**src/rtl/clk_div_ctrl.sv**
```systemverilog
// Clock-divider controller: owns divisor, half-period counter and div_out,
// and applies configuration changes only on half-period boundaries.
module clk_div_ctrl #(
  parameter int CW          = 8,
  parameter int DEFAULT_DIV = 4
) (
  input  logic          clk,
  input  logic          rst,
  input  logic          cfg_valid,
  output logic          cfg_ready,
  input  logic [CW-1:0] cfg_div,
  input  logic          cfg_en,
  output logic          div_out,
  output logic          tick,
  output logic          busy,
  output logic [CW-1:0] div_cur,
  output logic          err
);

  typedef enum logic [1:0] {IDLE, RUN, PEND} state_t;

  state_t        state_reg;
  logic [CW-1:0] cnt_reg;
  logic [CW-1:0] div_reg;
  logic [CW-1:0] pend_div_reg;
  logic          pend_en_reg;
  logic          div_out_reg;
  logic          tick_reg;
  logic          err_reg;

  logic accept;
  logic cfg_bad;
  logic boundary;

  assign cfg_ready = !rst && (state_reg != PEND);
  assign accept    = cfg_valid && cfg_ready;
  assign cfg_bad   = (cfg_div == '0);
  assign boundary  = (state_reg != IDLE) && (cnt_reg == div_reg - CW'(1));

  always_ff @(posedge clk or posedge rst) begin
    if (rst) begin
      state_reg    <= IDLE;
      cnt_reg      <= '0;
      div_reg      <= CW'(DEFAULT_DIV);
      pend_div_reg <= '0;
      pend_en_reg  <= 1'b0;
      div_out_reg  <= 1'b0;
      tick_reg     <= 1'b0;
      err_reg      <= 1'b0;
    end else begin
      // A zero divisor is rejected outright and leaves everything else alone.
      err_reg  <= accept && cfg_bad;
      tick_reg <= 1'b0;
      case (state_reg)
        IDLE: begin
          cnt_reg     <= '0;
          div_out_reg <= 1'b0;
          if (accept && !cfg_bad) begin
            div_reg <= cfg_div;
            if (cfg_en) state_reg <= RUN;
          end
        end
        RUN, PEND: begin
          if (boundary) begin
            cnt_reg     <= '0;
            div_out_reg <= ~div_out_reg;
            tick_reg    <= 1'b1;
          end else begin
            cnt_reg <= cnt_reg + CW'(1);
          end
          if (state_reg == RUN) begin
            if (accept && !cfg_bad) begin
              pend_div_reg <= cfg_div;
              pend_en_reg  <= cfg_en;
              state_reg    <= PEND;
            end
          end else if (boundary) begin
            // Stopping waits for the falling boundary so the last high phase is full width.
            if (pend_en_reg) begin
              div_reg   <= pend_div_reg;
              state_reg <= RUN;
            end else if (div_out_reg) begin
              div_reg   <= pend_div_reg;
              state_reg <= IDLE;
            end
          end
        end
        default: state_reg <= IDLE;
      endcase
    end
  end

  assign div_out = div_out_reg;
  assign tick    = tick_reg;
  assign err     = err_reg;
  assign busy    = (state_reg != IDLE);
  assign div_cur = div_reg;

endmodule

```
**config.mk**
```make
export PLATFORM = sky130hd
export DESIGN_NAME = clk_div_ctrl
export DESIGN_NICKNAME = d
export VERILOG_FILES = /design/src/rtl/clk_div_ctrl.sv
export SDC_FILE = /design/constraint.sdc
export NUM_CORES = 1
export LEC_CHECK = 0
export ABC_AREA = 0
export CAP_MARGIN = 15
export CORE_MARGIN = 5
export CORE_UTILIZATION = 60
export CTS_BUF_LIST = sky130_fd_sc_hd__clkbuf_2
export DETAILED_ROUTE_END_ITERATION = 10
export DONT_BUFFER_PORTS = 1
export MAX_ROUTING_LAYER = met4
export PLACE_DENSITY = 0.76
export RECOVER_POWER = 50
export SKIP_CTS_REPAIR_TIMING = 1
export SLEW_MARGIN = 15
export SYNTH_ARGS = -nofsm -noshare
export SYNTH_HDL_FRONTEND = slang
export SYNTH_SLANG_ARGS = --single-unit
```
**constraint.sdc**
```tcl
create_clock -name clk -period 7.76 [get_ports clk]
set_clock_uncertainty 0.1 [all_clocks]
set_input_delay 1.552 -clock clk [delete_from_list [all_inputs] [get_ports clk]]
set_output_delay 1.552 -clock clk [all_outputs]
set_load 0.01 [all_outputs]
```
After elaboration in Yosys (flattened, before gate mapping)
Cells that the tools add are included.
Storage, ports and cells
  word-level logic and storage cells: 59
  flip-flop bits (word level): 30
  output and inout bits: 13
Operators by class
  equal/unequal tests: 12
  bitwise gates (word level): 1
  muxes and demuxes: 20
  reduce and logical (&&, ||, !) cells: 16
  $add $sub $neg: 2
Operators with widths (count)
  8-bit 2-to-1 mux: 6
  8-bit one-hot mux with 2 select lines: 2
  2-bit 2-to-1 mux: 7
  2-bit inequality test, second input constant: 5
  5-bit AND reduction: 2
  3-bit inequality test, second input constant: 3
  8-bit by 1-bit adder with 8-bit output, second input constant: 1
  8-bit == test: 1
  8-bit zero test: 1
  8-bit by 1-bit subtractor with 8-bit output, second input constant: 1
  1-bit logical AND: 5
  4-bit inequality test, second input constant: 1
  2-bit one-hot mux with 2 select lines: 1
  2-bit nonzero test: 2
  1-bit 2-to-1 mux: 3
  3-bit AND reduction: 1
  2-bit by 1-bit == test with 1-bit output, second input constant: 1
  2-bit == test, second input constant: 1
  1-bit zero test: 2
  2-bit zero test: 1
  1-bit one-hot mux with 2 select lines: 1
  2-bit AND reduction: 1
  2-bit OR reduction: 1
  1-bit NOT: 1

Depth between registers and ports, before layout
Gate-level depths: netlist of run 1.
  depth after elaboration: 7
  depth in mapped cells: 9

Least setup slack after synthesis of run 1
No wires, ideal clock.
  path type: in2reg
  start: input port rst
  end: register div_reg[2], in the netlist div_cur[2]
  buffers on the path: 0
  cell stages on the path: 6
  data arrival time: 3251 ps
  slack: 4334 ps
  data required time: 7585 ps
  setup time: 75 ps
  cell sequence: or3b_2 a21oi_1 nand2_1 a221oi_2 a21boi_4 a2bb2oi_1
Between the ends
  cells in the longest elaborated chain, start to end: 6
RTL lines
  start, declared: line 8  | input logic rst,
  1-bit zero test (no source line)
  1-bit logical AND: line 35  | assign cfg_ready = !rst && (state_reg != PEND);
  1-bit logical AND: line 36  | assign accept = cfg_valid && cfg_ready;
  1-bit logical AND: line 58  | if (accept && !cfg_bad) begin
  2-bit inequality test (no source line)
  5-bit AND reduction (no source line)
  end signal, assigned: line 44  | div_reg <= CW'(DEFAULT_DIV);
  end signal, assigned: line 59  | div_reg <= cfg_div;
  end signal, assigned: line 80  | div_reg <= pend_div_reg;
  end, declared: line 24  | logic [CW-1:0] div_reg;
No other way between the ends.
A chain may end at the register's enable or synchronous reset.

Final worst setup path of run 1
  start: register div_reg[3], in the netlist div_cur[3]
  end: register cnt_reg[2]
Between the ends
  cells in the longest elaborated chain, start to end: 5
RTL lines
  8-bit by 1-bit subtractor with 8-bit output: line 38  | assign boundary = (state_reg != IDLE) && (cnt_reg == div_reg - CW'(1));
  8-bit == test: line 38
  1-bit logical AND: line 38
  8-bit 2-to-1 mux: line 64  | if (boundary) begin
  8-bit one-hot mux with 2 select lines: line 54  | case (state_reg)
  end signal, assigned: line 69  | cnt_reg <= cnt_reg + CW'(1);
  end, declared: line 23  | logic [CW-1:0] cnt_reg;
No other way between the ends.

==> impl_metrics.ini, run 1 <==
[status]
status = finished with violations
failed_checks = max-capacitance violations, max-slew violations

[synth]
synth.lib_cells_used.distinct = 42
synth.ff_latch_count = 30
mappedNetlistNets = 204
ffs_w_async_s_r_synth_pct = 100
yosysSeqAreaShare_pct = 41.1
synth_warnings = 0
postSynth.topFlopCell = dfrtp_1
syn_avg_cell_area_um2 = 9.89
syn-cell-area_um2 = 1830
synth_edf_count = 0
postSynthCellCount = 185

[sta]
report.final.slew_viol_count = 18
worst_slew_pin_slew_ns = 1.63
hold_slack_ns = 0.417
timing.final.crit_period_ns = 3.74
setup_total_negative_slack_ns = 0
setup_repair_after_global_routing_missed_its_margin = false
slew-limit-headroom_pct = -8.80
timing.final.hold_violations = 0
final-setup-viol-count = 0
period_share_pct = 48.3
timing.fmax_ghz = 0.267

[drt]
dr.pass1.iters = 4
vias = 1387
route.detailed.drc = 0
detailedRoute.firstIterationViolations = 108
drt-vias-per-instance = 6.33
drt_wl_total_um = 3890
wl_per_cell_um = 17.8
ant_nets = 0

[grt]
grt-busiest-layer = met2
grt_start_max_net_pins = 32
globalRouteOverflowTotal = 0
grtUsageMet3_pct = 8.38
grt_use_met1_pct = 25.6
groute.usage.overall_pct = 20.3
grt_pass1_wl_um = 6370
antenna_found_initial = 0
grt_pass1_vias = 1307
use_met2_pct = 29.2

[floorplanning]
die_area_um2 = 4260
die_y_um = 65.2
io_pins = 25
start_util_pct = 61.5
core_um2 = 2980
floorplan.rows = 20
floorplan.die.width_um = 65.2

[cts]
clkLatencyLatePin_ns = 0.35
clock_path_buffers = 2
cts_tree = built
tritoncts.num_buffers = 5
h-tree-depth = 2
clkSinkCount = 30
cts.reportedPaths.clkPinSlew_ns = 0.16
clockRootBuffer = clkbuf_2

[layout]
register_area_um2 = 752
antennaDiodeCount = 0
layout-drive-gt1-share_pct = 12.9
finalCoreUtilization_pct = 62.5
layout-area-overhead-vs-synth_pct = 1.71
footprint_of_the_multi_input_gates_um2 = 986
net_count_of_the_finished_layout = 204
fillers = 256
finish.cell_count_without_fillers = 219

[place]
placedCellCount = 211
gpl.final_weighted_congestion = 0.813
number_of_buffers_added_on_ports = 0
hpwlAfterDp_um = 2900

[power_and_ir_drop]
power_leakage_nw = 0.812
p_comb_share_pct = 50.6
p_sw_uw = 349
power.clock.fraction_pct = 10.0
max-vdd-ir-drop_v = 0.000179
power_density_nw_per_um2 = 406
p_seq_share_pct = 39.4
internal_power_uw = 407
switching_share_of_power_pct = 46.1

[setup_path]
slowest_delay_ns = 1.26
worst_setup_path_endpoint = cnt_reg[2]
reg2reg_depth = 6
cp.required_ns = 7.93
worstReg2RegEnd = cnt_reg[2]
timing.reg2reg.setup_slack_ns = 4.02
worst_setup_path_startpoint = div_cur[3]
critical_path.slowest_cell = o2111ai_1
worst-setup-path-type = reg -> reg
cp.arrival_ns = 3.92
regToRegStartpoint = div_cur[3]
worst_setup_path_end_kind = register
critical_path.startpoint_type = register
critical_path_peak_fanout = 17
critical_path.cell_chain = or4_4 > o21a_1 > o211a_1 > o2111ai_1 > nand2_1 > o311ai_2

[worst_hold_path]
worstHoldPathType = reg -> reg
hp-start = pend_div_reg[5]

[flow_run]
maxCapViolCount = 1
-- kinds of logic (layout without fill, tap and decap cells) --
group	after synthesis	in the layout	synth area share (%)
buffers and inverters	18	19	4.10
AOI/OAI and AO/OA	47	47	20.0
xor gates and xnor gates	13	13	6.22
DFF	30	30	41.1
and+or+nand+nor	59	59	17.2
muxes	11	11	6.63
adders and majority gates	7	7	4.78
-- cell usage after synthesis, types with 2 or more instances --
cell type	instances	share of area [%]
xnor2_1	8	3.8
nor2_1	14	2.9
clkbuf_1	6	1.2
xor2_1	5	2.4
o21ai_0	7	1.9
nand2_1	14	2.9
a21oi_1	5	1.4
mux2_2	9	5.5
a31oi_1	3	1.0
mux2i_1	2	1.1
a2bb2oi_1	8	3.8
or3_1	2	0.68
nor4_1	4	1.4
o21a_1	2	0.82
dfrtp_1	29	40
inv_1	11	2.3
nand2b_1	8	2.7
o22ai_1	11	3.8
nand3_1	7	1.9
ha_1	7	4.8
nor3_1	2	0.55
-- worst min path at each step --
stage / endpoint / slack (ns) / cells after the start
final: pend_div_reg[5] / 0.42 / 1
after global routing: pend_div_reg[3] / 0.44 / 1
after CTS: pend_div_reg[5] / 0.42 / 1
after detailed placement: pend_div_reg[5] / 0.39 / 1
after global placement: pend_div_reg[0] / 0.38 / 1
after floorplan: pend_div_reg[0] / 0.37 / 1
-- routing by layer --
| metal | wire length, um | vias to the layer above |
|---|---|---|
| li1 | - | 671 |
| met1 | 1670 | 662 |
| met2 | 1800 | 44 |
| met3 | 329 | 10 |
| met4 | 85 | 0 |
| met5 | 0 | - |
-- cell type report --
| class | count | share of cell area [%] |
|---|---|---|
| inverter | 11 | 2.22 |
| tap | 33 | 2.22 |
| multi-input combinational | 137 | 53.0 |
| sequential | 30 | 40.4 |
| clock buffer | 5 | 1.34 |
| clock inverter | 3 | 0.874 |
-- power by group through the flow --
stage	clock network, mW	logic (mW)	registers, mW
detailed placement	0	0.389	0.302
floorplan	0	0.331	0.276
finish	0.0754	0.382	0.298
global route	0.0899	0.422	0.309
CTS	0.0795	0.389	0.299
global placement	0	0.370	0.298
-- metrics by stage --
stage                     setup slack [ns]  area (um2)  power (mW)
after detailed placement              4.05        1840       0.691
after global routing                  3.86        1860       0.821
after CTS                             4.34        1880       0.767
after floorplan                       4.33        1830       0.607
final                                 4.02        1860       0.756
after global placement                4.20        1840       0.668
-- critical path: cells and delay by family, from the launching register on --
kind	cells	cell delay [ns]
flip-flops	1	0.52
AO/OA/AOI/OAI	4	2.06
AND/OR/NAND/NOR	2	0.98
-- layout by cell type (no fill, tap or decap), types with 4 or more instances in the layout --
| cell type | instances |
|---|---|
| ha_1 | 7 |
| a2bb2oi_1 | 8 |
| dfrtp_1 | 29 |
| nand3_1 | 7 |
| nand2_1 | 14 |
| clkbuf_2 | 5 |
| mux2_2 | 9 |
| nor2_1 | 14 |
| inv_1 | 11 |
| xnor2_1 | 8 |
| o22ai_1 | 11 |
| a21oi_1 | 5 |
| nor4_1 | 4 |
| nand2b_1 | 8 |
| o21ai_0 | 7 |
| xor2_1 | 5 |
(Power assumes the default switching activity.)
==> run 2, diff against run 1 <==
Clock period 7.76 ns to 3.6 ns, I/O delays scaled along.
==> run 2 against run 1 <==
Net effect: the flow now finishes without violations; worst hold slack lost 0.033 ns; clock power grew to 4.1 times the previous value; count of clock-buffer cells in the layout is the same; flip-flop and latch count is the same; total power grew 140%; global-route usage grew 2.1 points; non-clock buffer count grew 2; sequential share of layout area shrank 1.7 points; largest power group unchanged.
==> impl_metrics.ini, run 2 (synthesized netlist as in run 1, its figures left out) <==
[status]
status = completed

[floorplanning]
core_um2 = 2980
floorplan.die.width_um = 65.2
die_y_um = 65.2
die_area_um2 = 4260
floorplan.rows = 20
start_util_pct = 61.5
io_pins = 25

[cts]
clkLatencyLatePin_ns = 0.37
tritoncts.num_buffers = 5
h-tree-depth = 2
clockRootBuffer = clkbuf_2
clock_path_buffers = 2
cts.reportedPaths.clkPinSlew_ns = 0.17
clkSinkCount = 30
cts_tree = built

[grt]
globalRouteOverflowTotal = 0
groute.usage.overall_pct = 22.4
antenna_found_initial = 0
grt_pass1_vias = 1479
grt_pass1_wl_um = 7050
grt_start_max_net_pins = 31

[setup_path]
critical_path_peak_fanout = 9
timing.reg2reg.setup_slack_ns = 0.73
regToRegStartpoint = state_reg[0]
critical_path.startpoint_type = register
cp.arrival_ns = 3.08
cp.required_ns = 3.81
worstReg2RegEnd = div_cur[5]
reg2reg_depth = 9
worst-setup-path-type = reg -> reg
worst_setup_path_end_kind = register

[layout]
layout-area-overhead-vs-synth_pct = 6.08
fillers = 236
antennaDiodeCount = 0
layout.cells.most_common = dfrtp_1
layout-drive-gt1-share_pct = 14.4
most-common-layout-cells = dfrtp_1, nand2_1, nor2_1, inv_1, o22ai_1
register_area_um2 = 752
finalInstanceArea_um2 = 1940
footprint_of_the_multi_input_gates_um2 = 1000
net_count_of_the_finished_layout = 206

[power_and_ir_drop]
max-vdd-ir-drop_v = 0.000490
power_leakage_nw = 0.846
power_density_nw_per_um2 = 940

[worst_hold_path]
hp-start = cfg_div[0]
worstHoldPathType = in -> reg
worst_hold_path.endpoint = pend_div_reg[0]
min_delay_path_depth = 1

[sta]
worst_slew_pin_slew_ns = 1.12
timing.fmax_ghz = 0.348
timing.final.hold_violations = 0
period_share_pct = 79.8
report.final.slew_viol_count = 0
timing.final.crit_period_ns = 2.87
hold_slack_ns = 0.384
slew-limit-headroom_pct = 25.5
final-setup-viol-count = 0
setup_repair_after_global_routing_missed_its_margin = false
setup_total_negative_slack_ns = 0

[place]
gpl.final_weighted_congestion = 0.834
hpwlAfterDp_um = 3050
dpl-instance-area_um2 = 1850
number_of_buffers_added_on_ports = 0

[drt]
drt_wl_total_um = 4150
vias = 1438
detailedRoute.firstIterationViolations = 158
dr.pass1.iters = 5
drt-vias-per-instance = 6.51
route.detailed.drc = 0
ant_nets = 0
wl_per_cell_um = 18.8

[flow_run]
maxCapViolCount = 0
-- run 2: changes by cell type in the layout (fill, tap and decap cells not counted) --
cell | previous run | this run
o2111ai_1 | 2 | 1
buf_4 | 0 | 2
clkinv_2 | 1 | 0
clkinvlp_4 | 1 | 0
bufinv_16 | 0 | 2
o2111ai_4 | 0 | 1
-- run 2: area by class of cell --
class                      instances  share of cell area [%]
clock buffer                       5                    1.29
clock inverter                     3                    3.29
inverter                          11                    2.13
multi-input combinational        137                    51.7
sequential                        30                    38.7
tap                               33                    2.13
timing repair buffer               2                   0.773
-- run 2: worst max path at each step --
stage,from,to,cells past startpoint,slack [ns]
6_report,state_reg[0],div_cur[5],9,0.73
5_1_grt,state_reg[0],div_cur[7],9,0.49
2_1_floorplan,rst,div_cur[2],6,1.01
4_1_cts,state_reg[0],div_cur[5],9,0.74
3_5_place_dp,state_reg[0],div_cur[7],9,0.79
3_3_place_gp,state_reg[0],div_cur[7],9,0.94
-- run 2: routing by layer --
layer / up-vias / track usage [%] / share of wire (%)
met3: 8 / 8.03 / 7.9
li1: 677 / - / -
met1: 701 / 26.9 / 41
met2: 52 / 35.8 / 50
met4: 0 / 6.22 / 0.92
met5: - / - / 0
-- run 2: where the power goes --
group	leakage (nW)	internal, mW	switching [mW]
Clock	0.0506	0.185	0.124
Sequential	0.383	0.465	0.176
Combinational	0.413	0.389	0.486
Total	0.846	1.04	0.786
-- run 2: metrics by stage --
stage | std cells | util [%] | worst slack, ns | power, mW
2_1_floorplan | 185 | - | 1.01 | 1.31
3_3_place_gp | 213 | 62.2 | 0.941 | 1.46
3_5_place_dp | 213 | 62.2 | 0.787 | 1.52
4_1_cts | 221 | 65.2 | 0.736 | 1.83
6_report | 221 | 65.2 | 0.726 | 1.82
5_1_grt | 221 | 65.2 | 0.495 | 1.98
-- run 2: critical path, stage by stage (launching register included) --
cell and delay, ns:
dfrtp_1 0.44, inv_1 0.13, ha_1 0.23, or3b_2 0.49
a21oi_1 0.28, nand2_1 0.16, a221oi_2 0.26, buf_4 0.21
a21boi_4 0.31, a2bb2oi_1 0.20
==> run 3, diff against run 2 <==
Clock period 3.6 ns to 2.9 ns, I/O delays scaled along.
==> run 3 against run 2 <==
Net effect: sequential share of layout area fell by 0.61 points; global-route usage fell by 0.95 points; clock power fell by 3%; register-to-register slack got worse by 0.45 ns; maximum frequency rose by 9.5%; cell area rose by 1.6%; utilization rose by 1.1 points; largest cell class unchanged; wire length fell by 1.7%; largest power group unchanged; critical endpoint is now div_cur[4].
==> impl_metrics.ini, run 3 (synthesized netlist as in run 1, its figures left out) <==
[status]
status = completed

[setup_path]
regToRegStartpoint = state_reg[0]
worst_setup_path_startpoint = state_reg[0]
cp.required_ns = 3.10
worst_setup_path_end_kind = register
worst_setup_path_endpoint = div_cur[4]
cp.arrival_ns = 2.83
worst-setup-path-type = reg -> reg
critical_path_peak_fanout = 8
reg2reg_depth = 8
timing.reg2reg.setup_slack_ns = 0.28
worstReg2RegEnd = div_cur[4]
critical_path.startpoint_type = register

[worst_hold_path]
worstHoldPathType = in -> reg

[drt]
dr.pass1.iters = 4
route.detailed.drc = 0
drt-vias-per-instance = 6.37
drt_wl_total_um = 4080
wl_per_cell_um = 17.9
ant_nets = 0
detailedRoute.firstIterationViolations = 85
vias = 1452

[cts]
cts_tree = built
h-tree-depth = 2
clockRootBuffer = clkbuf_2
clock_path_buffers = 2
cts.reportedPaths.clkPinSlew_ns = 0.18
tritoncts.num_buffers = 5
clkLatencyLatePin_ns = 0.39
clkSinkCount = 30

[place]
placedCellCount = 216
dpl-instance-area_um2 = 1880
hpwlAfterDp_um = 2910
number_of_buffers_added_on_ports = 0
gpl.final_weighted_congestion = 0.839

[layout]
most-common-layout-cells = dfrtp_1, nand2_1, nor2_1, inv_1, o22ai_1
net_count_of_the_finished_layout = 213
finish.cell_count_without_fillers = 228
layout.cells.most_common = dfrtp_1
layout-area-overhead-vs-synth_pct = 7.79
finalInstanceArea_um2 = 1970
finalCoreUtilization_pct = 66.3
antennaDiodeCount = 0
layout-drive-gt1-share_pct = 17.4

[sta]
slew-limit-headroom_pct = 23.1
timing.fmax_ghz = 0.381
timing.final.crit_period_ns = 2.62
timing.final.hold_violations = 0
worst_slew_pin_slew_ns = 1.15
setup_repair_after_global_routing_missed_its_margin = false
report.final.slew_viol_count = 0
setup_total_negative_slack_ns = 0
final-setup-viol-count = 0
period_share_pct = 90.5

[grt]
grt_pass1_vias = 1465
groute.usage.overall_pct = 21.5
globalRouteOverflowTotal = 0
grt_pass1_wl_um = 6870
antenna_found_initial = 0
grt_start_max_net_pins = 22

[floorplanning]
start_util_pct = 61.5
floorplan.die.width_um = 65.2
io_pins = 25
die_area_um2 = 4260
core_um2 = 2980
die_y_um = 65.2
floorplan.rows = 20

[power_and_ir_drop]
max-vdd-ir-drop_v = 0.000486
power_leakage_nw = 0.865
power_density_nw_per_um2 = 1110

[flow_run]
maxCapViolCount = 0
## run 3: where the power goes
part | total [mW] | internal [mW] | switching (mW)
clock network | 0.300 | 0.143 | 0.157
registers | 0.763 | 0.577 | 0.186
logic | 1.14 | 0.503 | 0.633
## run 3: worst min-delay path by stage
stage,startpoint,end,slack [ns],depth (start not counted)
after global placement,rst,err,0.35,1
after floorplan,pend_div_reg[0],pend_div_reg[0],0.37,1
after CTS,rst,pend_div_reg[7],-0.07,1
final,cfg_div[1],pend_div_reg[1],0.22,1
after global routing,cfg_div[1],pend_div_reg[1],0.20,1
after detailed placement,rst,err,0.37,1
## run 3: cell type report
type,count,area (um2)
multi-input cells,137,1010
well taps,33,41.3
fillers,247,1000
flip-flops and latches,30,752
clock buffers,5,25.0
clock inverters,3,40.0
repair buffers,9,66.3
inverters,11,41.3
## run 3: worst max-delay path, cell delays in order (launching register included)
cell and delay [ns]:
dfrtp_1 0.44, inv_1 0.14, ha_1 0.23, or3b_2 0.50, a21oi_2 0.18, nand2_1 0.13, a221oi_2 0.28, a21boi_4 0.33
a2bb2oi_1 0.23
## run 3: per-layer routing
metal / up-vias / track usage (%) / wire length (um)
li1: 691 / - / -
met3: 11 / 7.35 / 342
met1: 697 / 26.3 / 1760
met5: - / - / 0
met2: 53 / 32.5 / 1900
met4: 0 / 8.81 / 80
## run 3: through the flow
stage          power, mW  setup WS (ns)  hold slack [ns]
2_1_floorplan       1.62          0.324            0.372
3_3_place_gp        1.83          0.344            0.347
3_5_place_dp        1.88          0.246            0.368
4_1_cts             2.19          0.163          -0.0725
5_1_grt             2.39         0.0192            0.204
6_report            2.20          0.276            0.224
